--- config.mk ---
export PLATFORM = sky130hd
export DESIGN_NAME = mem_arbiter_flat
export DESIGN_NICKNAME = d
export VERILOG_FILES = /design/src/rtl/mem_arbiter_if.sv /design/src/rtl/mem_arbiter.sv /design/src/flat_wrapper.sv
export SDC_FILE = /design/constraint.sdc
export NUM_CORES = 1
export LEC_CHECK = 0
export CAP_MARGIN = 20
export CORE_MARGIN = 5
export CORE_UTILIZATION = 25
export DETAILED_ROUTE_END_ITERATION = 10
export SLEW_MARGIN = 10
export SYNTH_ARGS = -nofsm -noshare
export SYNTH_HDL_FRONTEND = slang
export SYNTH_SLANG_ARGS = --single-unit
--- constraint.sdc ---
create_clock -name clk -period 15.1 [get_ports clk]
set_input_delay 2.265 -clock clk [delete_from_list [all_inputs] [get_ports clk]]
set_output_delay 2.265 -clock clk [all_outputs]
set_load 0.01 [all_outputs]
--- src/rtl/mem_arbiter_if.sv ---
// Bus bundle between the pipeline, the memory arbiter and the byte-wide RAM.
// slave = arbiter side, master = pipeline/RAM side.
interface mem_arbiter_if #(
  parameter int ADDR_W = 32
);
  logic              if_req;
  logic [ADDR_W-1:0] if_addr;
  logic              if_flush;
  logic [31:0]       if_data;
  logic              if_done;
  logic              mem_req;
  logic              mem_we;
  logic [1:0]        mem_size;
  logic [ADDR_W-1:0] mem_addr;
  logic [31:0]       mem_wdata;
  logic [31:0]       mem_rdata;
  logic              mem_done;
  logic [ADDR_W-1:0] ram_addr;
  logic              ram_wr;
  logic [7:0]        ram_dout;
  logic [7:0]        ram_din;
  logic              stallreq_if;
  logic              stallreq_mem;

  modport slave (
    input  if_req, if_addr, if_flush,
    input  mem_req, mem_we, mem_size,
    input  mem_addr, mem_wdata, ram_din,
    output if_data, if_done,
    output mem_rdata, mem_done,
    output ram_addr, ram_wr, ram_dout,
    output stallreq_if, stallreq_mem
  );

  modport master (
    output if_req, if_addr, if_flush,
    output mem_req, mem_we, mem_size,
    output mem_addr, mem_wdata, ram_din,
    input  if_data, if_done,
    input  mem_rdata, mem_done,
    input  ram_addr, ram_wr, ram_dout,
    input  stallreq_if, stallreq_mem
  );
endinterface

--- src/rtl/mem_arbiter.sv ---
// Single-port byte RAM arbiter for IF and MEM, little-endian 1/2/4-byte access.
// Optional round-robin arbitration: define MEM_ARB_FAIR_EN.
module mem_arbiter #(
  parameter int ADDR_W = 32
) (
  input  logic          clk,
  input  logic          rst,
  mem_arbiter_if.slave  bus
);

  typedef enum logic [1:0] {
    IDLE,
    IF_BUSY,
    MEM_BUSY,
    DONE
  } state_t;

  state_t            state;
  logic [2:0]        c;
  logic [2:0]        n;
  logic [ADDR_W-1:0] base;
  logic              we_q;
  logic [31:0]       wdata_q;
  logic [31:0]       buf_q;

  logic              if_ok;
  logic              grant_mem;
  logic              grant_if;
  logic [2:0]        mem_n;
  logic [2:0]        c_inc;
  logic [ADDR_W-1:0] next_addr;
  logic [7:0]        wbyte_next;
  logic [31:0]       captured;

`ifdef MEM_ARB_FAIR_EN
  logic              last_mem;
`endif

  assign if_ok = bus.if_req & ~bus.if_flush;

`ifdef MEM_ARB_FAIR_EN
  assign grant_mem = bus.mem_req & (~if_ok | ~last_mem);
`else
  assign grant_mem = bus.mem_req;
`endif
  assign grant_if = if_ok & ~grant_mem;

  assign c_inc      = c + 3'd1;
  assign next_addr  = base + ADDR_W'(c_inc);
  assign wbyte_next = wdata_q[{c_inc[1:0], 3'b000} +: 8];

  assign bus.stallreq_if  = bus.if_req & ~bus.if_done;
  assign bus.stallreq_mem = bus.mem_req & ~bus.mem_done;

  // Transfer length for the MEM request size
  always_comb begin
    mem_n = 3'd4;
    unique case (1'b1)
      (bus.mem_size == 2'b00): mem_n = 3'd1;
      (bus.mem_size == 2'b01): mem_n = 3'd2;
      default:                 mem_n = 3'd4;
    endcase
  end

  // Merge the byte returned for address base+c-1 into its lane
  always_comb begin
    captured = buf_q;
    case (c)
      3'd1:    captured[7:0]   = bus.ram_din;
      3'd2:    captured[15:8]  = bus.ram_din;
      3'd3:    captured[23:16] = bus.ram_din;
      3'd4:    captured[31:24] = bus.ram_din;
      default: captured = buf_q;
    endcase
  end

  // Arbitration FSM, byte sequencing and registered outputs
  always_ff @(posedge clk or posedge rst) begin
    if (rst) begin
      state         <= IDLE;
      c             <= 3'd0;
      n             <= 3'd0;
      base          <= '0;
      we_q          <= 1'b0;
      wdata_q       <= 32'd0;
      buf_q         <= 32'd0;
      bus.ram_addr  <= '0;
      bus.ram_wr    <= 1'b0;
      bus.ram_dout  <= 8'd0;
      bus.if_data   <= 32'd0;
      bus.if_done   <= 1'b0;
      bus.mem_rdata <= 32'd0;
      bus.mem_done  <= 1'b0;
`ifdef MEM_ARB_FAIR_EN
      last_mem      <= 1'b0;
`endif
    end else begin
      bus.if_done  <= 1'b0;
      bus.mem_done <= 1'b0;
      case (state)
        IDLE: begin
          bus.ram_wr <= 1'b0;
          c          <= 3'd0;
          buf_q      <= 32'd0;
          if (grant_mem) begin
            state        <= MEM_BUSY;
            n            <= mem_n;
            base         <= bus.mem_addr;
            we_q         <= bus.mem_we;
            wdata_q      <= bus.mem_wdata;
            bus.ram_addr <= bus.mem_addr;
            bus.ram_wr   <= bus.mem_we;
            bus.ram_dout <= bus.mem_wdata[7:0];
`ifdef MEM_ARB_FAIR_EN
            last_mem     <= 1'b1;
`endif
          end else if (grant_if) begin
            state        <= IF_BUSY;
            n            <= 3'd4;
            base         <= bus.if_addr;
            we_q         <= 1'b0;
            bus.ram_addr <= bus.if_addr;
`ifdef MEM_ARB_FAIR_EN
            last_mem     <= 1'b0;
`endif
          end
        end
        IF_BUSY: begin
          if (bus.if_flush) begin
            state <= IDLE;
            c     <= 3'd0;
            buf_q <= 32'd0;
          end else begin
            buf_q <= captured;
            if (c == n) begin
              state       <= DONE;
              bus.if_done <= 1'b1;
              bus.if_data <= captured;
            end else begin
              c            <= c_inc;
              bus.ram_addr <= next_addr;
            end
          end
        end
        MEM_BUSY: begin
          if (we_q) begin
            if (c == n - 3'd1) begin
              state         <= DONE;
              bus.ram_wr    <= 1'b0;
              bus.mem_done  <= 1'b1;
              bus.mem_rdata <= 32'd0;
            end else begin
              c            <= c_inc;
              bus.ram_addr <= next_addr;
              bus.ram_dout <= wbyte_next;
            end
          end else begin
            buf_q <= captured;
            if (c == n) begin
              state         <= DONE;
              bus.mem_done  <= 1'b1;
              bus.mem_rdata <= captured;
            end else begin
              c            <= c_inc;
              bus.ram_addr <= next_addr;
            end
          end
        end
        default: begin
          state         <= IDLE;
          c             <= 3'd0;
          bus.ram_wr    <= 1'b0;
          bus.if_data   <= 32'd0;
          bus.mem_rdata <= 32'd0;
        end
      endcase
    end
  end

endmodule
--- src/flat_wrapper.sv ---
// flat-port wrapper written by rule: the top's interface ports become plain ports
module mem_arbiter_flat 
#(
  parameter int ADDR_W = 32
)
  (clk, rst, bus_if_req, bus_if_addr, bus_if_flush, bus_mem_req, bus_mem_we, bus_mem_size, bus_mem_addr, bus_mem_wdata, bus_ram_din, bus_if_data, bus_if_done, bus_mem_rdata, bus_mem_done, bus_ram_addr, bus_ram_wr, bus_ram_dout, bus_stallreq_if, bus_stallreq_mem);
  mem_arbiter_if #(.ADDR_W(ADDR_W)) bus_i ();
  input  logic clk;
  input  logic rst;
  input wire logic [$bits(bus_i.if_req)-1:0] bus_if_req;
  input wire logic [$bits(bus_i.if_addr)-1:0] bus_if_addr;
  input wire logic [$bits(bus_i.if_flush)-1:0] bus_if_flush;
  input wire logic [$bits(bus_i.mem_req)-1:0] bus_mem_req;
  input wire logic [$bits(bus_i.mem_we)-1:0] bus_mem_we;
  input wire logic [$bits(bus_i.mem_size)-1:0] bus_mem_size;
  input wire logic [$bits(bus_i.mem_addr)-1:0] bus_mem_addr;
  input wire logic [$bits(bus_i.mem_wdata)-1:0] bus_mem_wdata;
  input wire logic [$bits(bus_i.ram_din)-1:0] bus_ram_din;
  output wire logic [$bits(bus_i.if_data)-1:0] bus_if_data;
  output wire logic [$bits(bus_i.if_done)-1:0] bus_if_done;
  output wire logic [$bits(bus_i.mem_rdata)-1:0] bus_mem_rdata;
  output wire logic [$bits(bus_i.mem_done)-1:0] bus_mem_done;
  output wire logic [$bits(bus_i.ram_addr)-1:0] bus_ram_addr;
  output wire logic [$bits(bus_i.ram_wr)-1:0] bus_ram_wr;
  output wire logic [$bits(bus_i.ram_dout)-1:0] bus_ram_dout;
  output wire logic [$bits(bus_i.stallreq_if)-1:0] bus_stallreq_if;
  output wire logic [$bits(bus_i.stallreq_mem)-1:0] bus_stallreq_mem;
  assign bus_i.if_req = bus_if_req;
  assign bus_i.if_addr = bus_if_addr;
  assign bus_i.if_flush = bus_if_flush;
  assign bus_i.mem_req = bus_mem_req;
  assign bus_i.mem_we = bus_mem_we;
  assign bus_i.mem_size = bus_mem_size;
  assign bus_i.mem_addr = bus_mem_addr;
  assign bus_i.mem_wdata = bus_mem_wdata;
  assign bus_i.ram_din = bus_ram_din;
  assign bus_if_data = bus_i.if_data;
  assign bus_if_done = bus_i.if_done;
  assign bus_mem_rdata = bus_i.mem_rdata;
  assign bus_mem_done = bus_i.mem_done;
  assign bus_ram_addr = bus_i.ram_addr;
  assign bus_ram_wr = bus_i.ram_wr;
  assign bus_ram_dout = bus_i.ram_dout;
  assign bus_stallreq_if = bus_i.stallreq_if;
  assign bus_stallreq_mem = bus_i.stallreq_mem;
  mem_arbiter #(.ADDR_W(ADDR_W)) u_core (.clk(clk), .rst(rst), .bus(bus_i));
endmodule
==> results of run 1 <==
==> cell type report <==
class / count / share of cell area
inverters: 20 / 0.00595
repair buffers: 233 / 0.167
multi-input cells: 599 / 0.334
flip-flops and latches: 212 / 0.382
well taps: 532 / 0.0480
clock inverters: 8 / 0.00911
clock buffers: 37 / 0.0542
==> sequential cells by signal (all words and copies together), names as in the netlist <==
register and flops:
u_core.base 32, u_core.buf_q 32, u_core.bus.if_data 32, u_core.bus.if_done 1
u_core.bus.mem_done 1, u_core.bus.mem_rdata 32, u_core.bus.ram_addr 32, u_core.bus.ram_dout 8
u_core.bus.ram_wr 1, u_core.c 3, u_core.n 3, u_core.state 2
u_core.wdata_q 32, u_core.we_q 1
==> cells in the final DEF, fill, tap and decap left out, types with 8 or more instances in the layout <==
master                              n
sky130_fd_sc_hd__clkdlybuf4s50_1  219
sky130_fd_sc_hd__dfrtp_1          212
sky130_fd_sc_hd__nand2_1          118
sky130_fd_sc_hd__mux2_2            67
sky130_fd_sc_hd__mux2i_1           55
sky130_fd_sc_hd__o21ai_0           49
sky130_fd_sc_hd__a22o_1            41
sky130_fd_sc_hd__o31ai_1           33
sky130_fd_sc_hd__o31ai_2           28
sky130_fd_sc_hd__clkbuf_16         26
sky130_fd_sc_hd__xor2_1            19
sky130_fd_sc_hd__inv_1             18
sky130_fd_sc_hd__nor2_1            16
sky130_fd_sc_hd__a22oi_1           16
sky130_fd_sc_hd__o21ai_1           14
sky130_fd_sc_hd__nand3_1           14
sky130_fd_sc_hd__xnor2_1           14
sky130_fd_sc_hd__ha_1              14
sky130_fd_sc_hd__buf_4             12
sky130_fd_sc_hd__nor2b_1            9
sky130_fd_sc_hd__o22ai_1            9
sky130_fd_sc_hd__mux4_2             8
sky130_fd_sc_hd__nand4_1            8
==> cells by family (layout without fill, tap and decap cells) <==
logic type / count (synthesis) / after routing / synth area share
xor gates and xnor gates: 35 / 35 / 0.0320
buffers and inverters: 84 / 298 / 0.0376
muxes: 130 / 130 / 0.144
and+or+nand+nor: 195 / 195 / 0.0860
DFF: 212 / 212 / 0.516
adders and majority gates: 15 / 15 / 0.0190
AOI/OAI and AO/OA: 224 / 224 / 0.165
==> worst max-delay path: stages <==
cell and delay (ns):
sky130_fd_sc_hd__buf_2 0.07, sky130_fd_sc_hd__buf_4 0.45, sky130_fd_sc_hd__nor2b_1 0.19, sky130_fd_sc_hd__clkdlybuf4s50_1 0.62
==> worst min-delay path by stage <==
stage,startpoint,end,slack (ns),cells past startpoint
floorplan,u_core.base[0],u_core.base[0],0.46,2
global placement,u_core.bus.if_data[19],u_core.bus.if_data[19],0.46,2
detailed placement,u_core.bus.mem_rdata[31],u_core.bus.mem_rdata[31],0.47,2
CTS,u_core.bus.mem_rdata[31],u_core.bus.mem_rdata[31],0.48,2
global route,u_core.bus.mem_rdata[27],u_core.bus.mem_rdata[27],0.50,2
finish,u_core.bus.if_data[12],u_core.bus.if_data[12],0.48,2
==> routing by layer <==
layer / routed length [µm] / share of wire / vias to the layer above
met5: 13 / 0.00044 / -
met4: 486 / 0.016 / 2
met3: 2270 / 0.076 / 35
met2: 13300 / 0.45 / 218
met1: 13600 / 0.46 / 3736
li1: - / - / 3639
==> per-stage QoR <==
step                setup WS, ns  std cells  hold WS (ns)  total power [mW]   util
floorplan                   7.04        895         0.456              1.52      -
global placement            9.19       1594         0.461              1.84  0.318
detailed placement          9.18       1595         0.470              1.86  0.318
CTS                         9.19       1640         0.482              2.51  0.340
global route                9.08       1641         0.503              2.64  0.341
finish                      9.22       1641         0.475              2.47  0.341
==> power groups by stage <==
stage	logic, mW	registers (mW)	clock network, mW
after floorplan	0.667	0.849	0
after global placement	0.993	0.848	0
after detailed placement	1.01	0.851	0
after CTS	1.01	0.844	0.655
after global routing	1.10	0.865	0.677
final	0.992	0.844	0.634
==> impl_metrics.py, run 1 <==
metrics = {
    "run_status": {
        "status": "completed",
    },
    "global_routing": {
        "antenna_found_initial": 1,
        "grt_util_met1": 0.182,
        "use_met2": 0.202,
        "grt_max_degree": 131,
        "grt_first_pass_wirelength_um": 46400,
        "grt.met3_usage": 0.0331,
        "grt_pass1_vias": 7978,
        "total_routing_usage_reported_by_global_routing": 0.128,
        "overflow": 0,
        "global_route.peak_usage_layer": "met2",
    },
    "critical_path": {
        "worstSetupEndpoint": "bus_stallreq_mem",
        "worst-r2r-cell-count": 9,
        "timing.critical_path.required_ns": 12.84,
        "type_of_destination_of_the_critical_path": "output pin",
        "capture_point_of_the_worst_reg_to_reg_path": "u_core.bus.ram_addr[29]",
        "setup.worst_path.start": "bus_mem_req",
        "worst-setup-path-type": "primary input to output pin",
        "timing.rr.start": "u_core.c[1]",
        "critPathLaunchType": "primary input",
        "critical_path_peak_fanout": 38,
        "arrival_worst_endpoint_ns": 3.61,
        "regToRegSetupSlack_ns": 11.69,
    },
    "synth": {
        "synth_sequential_area_ratio": 0.516,
        "netlist_top_cells_count": "sky130_fd_sc_hd__dfrtp_1, sky130_fd_sc_hd__nand2_1, sky130_fd_sc_hd__mux2_2",
        "postSynthAreaPerCell_um2": 11.5,
        "yosysWarnings": 0,
        "synth.top_cell.area_share": 0.516,
        "syn-cell-area_mm2": 0.0103,
        "postSynthCellCount": 895,
        "synth_enable_flop_cells": 0,
        "synth-async-reset-ratio": 1.00,
        "synth.area.top_cells": "sky130_fd_sc_hd__dfrtp_1, sky130_fd_sc_hd__mux2_2, sky130_fd_sc_hd__mux2i_1",
        "synthMostInstantiatedCell": "sky130_fd_sc_hd__dfrtp_1",
        "ys_ff_latch": 212,
        "syn_nets": 1022,
        "post-synth-top-area-cell": "sky130_fd_sc_hd__dfrtp_1",
        "netlist-cell-type-count": 55,
        "dominantRegCellSynth": "sky130_fd_sc_hd__dfrtp_1",
    },
    "detailed_routing": {
        "routed-via-count": 7630,
        "final_antenna_net_count": 0,
        "routed_via_density": 4.65,
        "detailedRoute.firstPassIterationCount": 4,
        "wl_per_cell_um": 18.1,
        "remaining_drc_errors": 0,
        "routed_wirelength_um": 29700,
        "drt_first_iter_violations": 475,
    },
    "cells_and_area": {
        "diodes": 0,
        "multi_input_area_mm2": 0.00463,
        "layout-area-overhead-vs-synth_pct": 35.0,
        "finalInstanceArea_mm2": 0.0139,
        "area.sequential_mm2": 0.00531,
        "final_net_count": 1219,
        "layout.filler_cells": 4155,
        "post_route_cells_drive_above_1_share": 0.153,
    },
    "pwr": {
        "power.density_mw_per_mm2": 178,
        "power_frac_seq": 0.342,
        "power_switching_share": 0.375,
        "vdd.ir_drop.worst_mv": 0.0823,
        "power_switching_mw": 0.926,
        "clock_power_share": 0.257,
        "leakagePower_nw": 5.74,
        "combinationalPowerShare": 0.401,
        "intPower_mw": 1.54,
    },
    "clock_network": {
        "clockBufferDepth": 3,
        "post_cts_buffers": 0,
        "cts_root_buf": "sky130_fd_sc_hd__clkbuf_16",
        "cts_tree": "done",
        "cts.clk_slew.worst_paths_ns": 0.06,
        "clock_sinks": 212,
        "cts_buffer_count": 26,
        "insertion_delay_ns": 0.53,
        "cts.htree.levels": 1,
        "post_cts_hold_buffer_count": 0,
        "post_cts_resized": 0,
    },
    "placed_design": {
        "place_hpwl_um": 20900,
        "finalWeightedCongestion": 0.783,
        "area_post_placement_mm2": 0.0130,
        "buffer_ports.inserted": 220,
    },
    "floorplanning": {
        "chipWidth_um": 213,
        "io_pins": 221,
        "core_area_mm2": 0.0407,
        "initial_utilization": 0.252,
        "fp.dieArea_mm2": 0.0453,
        "die_height_um": 213,
        "placement_rows": 74,
    },
    "sta": {
        "worst_slew_margin_rel": 0.273,
        "tns_setup_ns": 0,
        "fin_worst_skew_ns": 0.00796,
        "timing.fmax_ghz": 0.170,
        "timing_hold_violations_final": 0,
        "maxSlewViolCount": 0,
        "post-route-min-period_ns": 5.88,
        "finalSetupViolCount": 0,
        "final_min_period_over_clock_period": 0.389,
        "worstMarginPinSlew_ns": 1.09,
        "grt_setup_unrepaired": "no",
    },
    "flow_run": {
        "maxCapViolCount": 0,
    },
    "worst_hold_path": {
        "hp-class": "flip-flop to flip-flop",
    },
}
Note: power is estimated with default switching activity, not from simulation.
==> run 2: changes to the inputs <==
- clock period: 15.1 -> 5.6 ns (I/O delays scaled with it)
==> run 2 against run 1 <==
Non-clock buffer count did not move. Core utilization about the same. Die area did not move. Critical path type is now flip-flop to flip-flop. Largest cell class unchanged. Largest power group unchanged.
==> impl_metrics.py, run 2 (synthesis results as in run 1) <==
metrics = {
    "pwr": {
        "leakagePower_nw": 5.74,
        "clock_power_share": 0.258,
        "vdd.ir_drop.worst_mv": 0.213,
        "pnr_total_power_mw": 6.68,
        "power_frac_seq": 0.345,
        "power_switching_share": 0.376,
        "power.density_mw_per_mm2": 481,
        "intPower_mw": 4.16,
        "combinationalPowerShare": 0.397,
        "power_switching_mw": 2.51,
    },
    "cells_and_area": {
        "layout-area-overhead-vs-synth_pct": 35.0,
        "most-common-layout-cells": "sky130_fd_sc_hd__clkdlybuf4s50_1, sky130_fd_sc_hd__dfrtp_1, sky130_fd_sc_hd__nand2_1",
        "diodes": 0,
        "finalInstanceArea_mm2": 0.0139,
        "post_route_cells_drive_above_1_share": 0.155,
        "utilization_after_layout": 0.341,
        "layout_commonest_cell": "sky130_fd_sc_hd__clkdlybuf4s50_1",
        "final_net_count": 1219,
        "instances_no_fill": 1643,
    },
    "global_routing": {
        "antenna_found_initial": 2,
        "overflow": 0,
        "grt_first_pass_wirelength_um": 47400,
        "grt_max_degree": 146,
        "total_routing_usage_reported_by_global_routing": 0.130,
        "grt_pass1_vias": 8105,
    },
    "placed_design": {
        "dpl_worst_slack_ns": 1.88,
        "buffer_ports.inserted": 220,
        "finalWeightedCongestion": 0.786,
        "place_hpwl_um": 21400,
        "place_inst": 1595,
        "area_post_placement_mm2": 0.0130,
    },
    "critical_path": {
        "timing.critical_path.required_ns": 6.00,
        "critPathLaunchType": "flip-flop",
        "critical_path_peak_fanout": 14,
        "regToRegSetupSlack_ns": 2.04,
        "worst-setup-path-type": "flip-flop to flip-flop",
        "timing.rr.start": "u_core.c[0]",
        "worst-r2r-cell-count": 9,
        "type_of_destination_of_the_critical_path": "flip-flop",
        "crit_slowest_cell": "sky130_fd_sc_hd__ha_1",
        "critical_path_cell_sequence": "inv_1 > ha_1 > ha_1 > a211oi_1 > nor2_1 > nand4_1 > xnor2_1 > nand4_1 > or3b_1",
        "capture_point_of_the_worst_reg_to_reg_path": "u_core.bus.ram_addr[29]",
        "critical-path-max-stage-delay_ns": 0.78,
        "arrival_worst_endpoint_ns": 3.96,
    },
    "clock_network": {
        "cts.clk_slew.worst_paths_ns": 0.06,
        "cts.htree.levels": 1,
        "post_cts_resized": 0,
        "clock_sinks": 212,
        "cts_tree": "done",
        "cts_root_buf": "sky130_fd_sc_hd__clkbuf_16",
        "post_cts_buffers": 0,
        "clockBufferDepth": 3,
        "insertion_delay_ns": 0.52,
        "post_cts_hold_buffer_count": 0,
        "cts_buffer_count": 26,
    },
    "sta": {
        "finalSetupViolCount": 0,
        "fin_worst_skew_ns": 0.0154,
        "maxSlewViolCount": 0,
        "final_min_period_over_clock_period": 0.636,
        "post-route-min-period_ns": 3.56,
        "timing.fmax_ghz": 0.281,
        "hold-worst-slack_ns": 0.475,
        "worstMarginPinSlew_ns": 0.900,
        "tns_setup_ns": 0,
        "worst_slew_margin_rel": 0.400,
        "timing_hold_violations_final": 0,
        "grt_setup_unrepaired": "no",
        "timing.final.ws_setup_ns": 2.04,
    },
    "floorplanning": {
        "io_pins": 221,
        "die_height_um": 213,
        "chipWidth_um": 213,
        "core_area_mm2": 0.0407,
        "placement_rows": 74,
        "fp.dieArea_mm2": 0.0453,
        "initial_utilization": 0.252,
    },
    "detailed_routing": {
        "remaining_drc_errors": 0,
        "routed_via_density": 4.73,
        "drt_first_iter_violations": 543,
        "routed_wirelength_um": 30000,
        "final_antenna_net_count": 0,
        "detailedRoute.firstPassIterationCount": 5,
        "routed-via-count": 7764,
        "wl_per_cell_um": 18.3,
    },
    "worst_hold_path": {
        "hold_depth": 2,
        "hold_end": "u_core.bus.if_data[12]",
        "hp-class": "flip-flop to flip-flop",
        "hold_path.startpoint": "u_core.bus.if_data[12]",
    },
    "flow_run": {
        "maxCapViolCount": 0,
    },
    "run_status": {
        "status": "completed",
    },
}
run 2: cell types whose count changed in the layout (fill, tap and decap cells not counted):
cell,delta
sky130_fd_sc_hd__buf_16,-1
sky130_fd_sc_hd__buf_12,+1
sky130_fd_sc_hd__clkinv_4,+2
sky130_fd_sc_hd__clkbuf_16,+1
sky130_fd_sc_hd__bufinv_16,-1
sky130_fd_sc_hd__clkinv_2,-1
sky130_fd_sc_hd__clkbuf_8,+1
sky130_fd_sc_hd__clkinv_8,-1
sky130_fd_sc_hd__inv_8,-1
sky130_fd_sc_hd__clkinvlp_4,+2
run 2: layer usage:
| metal | GRT usage | share of wire | up-vias |
|---|---|---|---|
| met5 | 0 | 0.00080 | - |
| met4 | 0.0238 | 0.016 | 4 |
| met3 | 0.0297 | 0.069 | 41 |
| met2 | 0.211 | 0.46 | 243 |
| met1 | 0.181 | 0.46 | 3835 |
| li1 | - | - | 3641 |
run 2: how the worst max path moves through the flow:
stage / end / slack [ns] / start
2_1_floorplan: u_core.base[0] / 2.00 / rst
3_3_place_gp: u_core.bus.ram_addr[27] / 2.02 / u_core.c[0]
3_5_place_dp: u_core.bus.ram_addr[29] / 1.88 / u_core.c[0]
4_1_cts: u_core.bus.ram_addr[29] / 1.89 / u_core.c[0]
5_1_grt: u_core.bus.ram_addr[29] / 1.63 / u_core.c[0]
6_report: u_core.bus.ram_addr[29] / 2.04 / u_core.c[0]
run 2: worst max-delay path: cells and delay by family, from the launching register on:
| kind | cells | cell delay, ns |
|---|---|---|
| AND/OR/NAND/NOR | 4 | 1.19 |
| XOR/XNOR | 1 | 0.17 |
| buffers and inverters | 1 | 0.19 |
| AO/OA/AOI/OAI | 1 | 0.06 |
| flip-flops | 1 | 0.74 |
| adder cells (fa/ha/maj) | 2 | 1.07 |
run 2: layout make-up:
type	instances	area (µm²)
Multi-Input combinational cell	599	4630
Clock buffer	39	791
Fill cell	4154	26900
Timing Repair Buffer	233	2310
Sequential cell	212	5310
Tap cell	532	666
Clock inverter	8	100
Inverter	20	78.8
run 2: power by group through the flow:
stage                     Sequential (mW)  Combinational [mW]  Clock [mW]
final                                2.30                2.65        1.72
after global routing                 2.37                2.94        1.83
after CTS                            2.31                2.70        1.77
after detailed placement             2.33                2.69           0
after global placement               2.32                2.64           0
after floorplan                      2.29                1.80           0
==> run 3: changes to the inputs <==
- clock period: 5.6 -> 2.95 ns (I/O delays scaled with it)
==> run 3 against run 2 <==
Sequential cell count unchanged. Via count decreased by 1.1%. Hold slack got worse by 0.12 ns. Setup slack got worse by 1.8 ns. Largest cell class unchanged. Largest power group unchanged.
==> impl_metrics.py, run 3 (synthesis results as in run 1) <==
metrics = {
    "sta": {
        "hold-worst-slack_ns": 0.351,
        "timing.final.ws_setup_ns": 0.265,
        "timing.fmax_ghz": 0.372,
        "finalSetupViolCount": 0,
        "worstMarginPinSlew_ns": 0.707,
        "fin_worst_skew_ns": 0.0145,
        "post-route-min-period_ns": 2.68,
        "maxSlewViolCount": 0,
        "timing_hold_violations_final": 0,
        "final_min_period_over_clock_period": 0.910,
        "worst_slew_margin_rel": 0.528,
        "grt_setup_unrepaired": "no",
    },
    "global_routing": {
        "overflow": 0,
        "grt_max_degree": 65,
        "antenna_found_initial": 2,
        "grt_pass1_vias": 8012,
        "grt_first_pass_wirelength_um": 46400,
        "total_routing_usage_reported_by_global_routing": 0.127,
    },
    "placed_design": {
        "finalWeightedCongestion": 0.803,
        "place_hpwl_um": 21700,
        "buffer_ports.inserted": 220,
        "dpl_worst_slack_ns": 0.306,
    },
    "clock_network": {
        "cts.clk_slew.worst_paths_ns": 0.06,
        "insertion_delay_ns": 0.52,
        "cts_tree": "done",
        "post_cts_resized": 0,
        "cts_root_buf": "sky130_fd_sc_hd__clkbuf_16",
        "cts.htree.levels": 1,
        "clock_sinks": 212,
        "cts_buffer_count": 24,
        "post_cts_buffers": 0,
        "post_cts_hold_buffer_count": 0,
        "clockBufferDepth": 3,
    },
    "critical_path": {
        "worst-setup-path-type": "flip-flop to flip-flop",
        "critical_path_peak_fanout": 6,
        "critPathLaunchType": "flip-flop",
        "critical-path-max-stage-delay_ns": 0.46,
        "crit_slowest_cell": "sky130_fd_sc_hd__dfrtp_1",
        "arrival_worst_endpoint_ns": 3.09,
        "regToRegSetupSlack_ns": 0.27,
        "critical_path_cell_sequence": "inv_1 > ha_1 > fa_1 > a21o_1 > and3_1 > nand2_1 > xor2_1 > o22ai_1 > a22o_1",
        "timing.critical_path.required_ns": 3.35,
        "type_of_destination_of_the_critical_path": "flip-flop",
    },
    "run_status": {
        "status": "completed",
    },
    "detailed_routing": {
        "drt_first_iter_violations": 481,
        "routed_via_density": 4.64,
        "final_antenna_net_count": 0,
        "routed_wirelength_um": 29800,
        "remaining_drc_errors": 0,
        "detailedRoute.firstPassIterationCount": 5,
        "wl_per_cell_um": 18.0,
        "routed-via-count": 7681,
    },
    "pwr": {
        "leakagePower_nw": 5.81,
        "combinationalPowerShare": 0.419,
        "clock_power_share": 0.237,
        "power.density_mw_per_mm2": 900,
        "intPower_mw": 7.83,
        "vdd.ir_drop.worst_mv": 0.553,
        "power_frac_seq": 0.344,
        "power_switching_share": 0.378,
        "power_switching_mw": 4.76,
    },
    "cells_and_area": {
        "diodes": 0,
        "final_net_count": 1235,
        "most-common-layout-cells": "sky130_fd_sc_hd__clkdlybuf4s50_1, sky130_fd_sc_hd__dfrtp_1, sky130_fd_sc_hd__nand2_1",
        "post_route_cells_drive_above_1_share": 0.168,
        "layout-area-overhead-vs-synth_pct": 36.1,
        "layout.filler_cells": 4084,
        "layout_commonest_cell": "sky130_fd_sc_hd__clkdlybuf4s50_1",
    },
    "flow_run": {
        "maxCapViolCount": 0,
    },
    "floorplanning": {
        "fp.dieArea_mm2": 0.0453,
        "placement_rows": 74,
        "die_height_um": 213,
        "chipWidth_um": 213,
        "initial_utilization": 0.252,
        "core_area_mm2": 0.0407,
        "io_pins": 221,
    },
    "worst_hold_path": {
        "hp-class": "primary input to asynchronous set/reset pin",
    },
}
run 3: cell type report:
| class | instances | area [µm²] | share of cell area |
|---|---|---|---|
| Sequential cell | 212 | 5310 | 0.379 |
| Multi-Input combinational cell | 599 | 4630 | 0.331 |
| Timing Repair Buffer | 251 | 2520 | 0.180 |
| Clock buffer | 33 | 716 | 0.0511 |
| Tap cell | 532 | 666 | 0.0476 |
| Clock inverter | 10 | 81.3 | 0.00581 |
| Inverter | 20 | 78.8 | 0.00563 |
run 3: routing by layer:
| layer | up-vias | wire length, µm | global-route usage |
|---|---|---|---|
| met2 | 223 | 13600 | 0.203 |
| met3 | 36 | 2210 | 0.0341 |
| met4 | 4 | 364 | 0.0207 |
| met5 | - | 32 | 0 |
| met1 | 3743 | 13600 | 0.178 |
| li1 | 3675 | - | - |
run 3: final timing paths:
path,from,to,cells after the start
worst min register to register,u_core.bus.if_data[13],u_core.bus.if_data[13],2
min in group clk,bus_mem_req,u_core.we_q,3
worst max-delay path,u_core.c[0],u_core.bus.ram_addr[12],9
worst max register to register,u_core.c[0],u_core.bus.ram_addr[12],9
max in group asynchronous,rst,u_core.base[5],3
worst min-delay path,rst,u_core.bus.mem_rdata[22],2
run 3: worst max-delay path: cells and delay by family, from the launching register on:
family	cells	cell delay, ns
AOI/OAI and AO/OA	3	0.51
and+or+nand+nor	2	0.47
xor gates and xnor gates	1	0.20
DFF	1	0.46
buffers and inverters	1	0.13
adders and majority gates	2	0.80
run 3: power groups by stage:
stage,logic [mW],registers [mW],clock network (mW)
4_1_cts,5.38,4.34,3.08
6_report,5.27,4.33,2.98
5_1_grt,5.82,4.44,3.20
3_5_place_dp,5.37,4.37,0
3_3_place_gp,5.29,4.35,0
2_1_floorplan,3.42,4.34,0
run 3: stage by stage:
step	instance area (µm²)	power, mW	util	setup TNS, ns	std cells
after floorplan	10300	7.76	-	-52.72	895
after global placement	13200	9.64	0.324	0	1614
after detailed placement	13200	9.74	0.324	0	1614
after CTS	14000	12.8	0.343	0	1657
after global routing	14000	13.5	0.343	0	1657
final	14000	12.6	0.343	0	1657
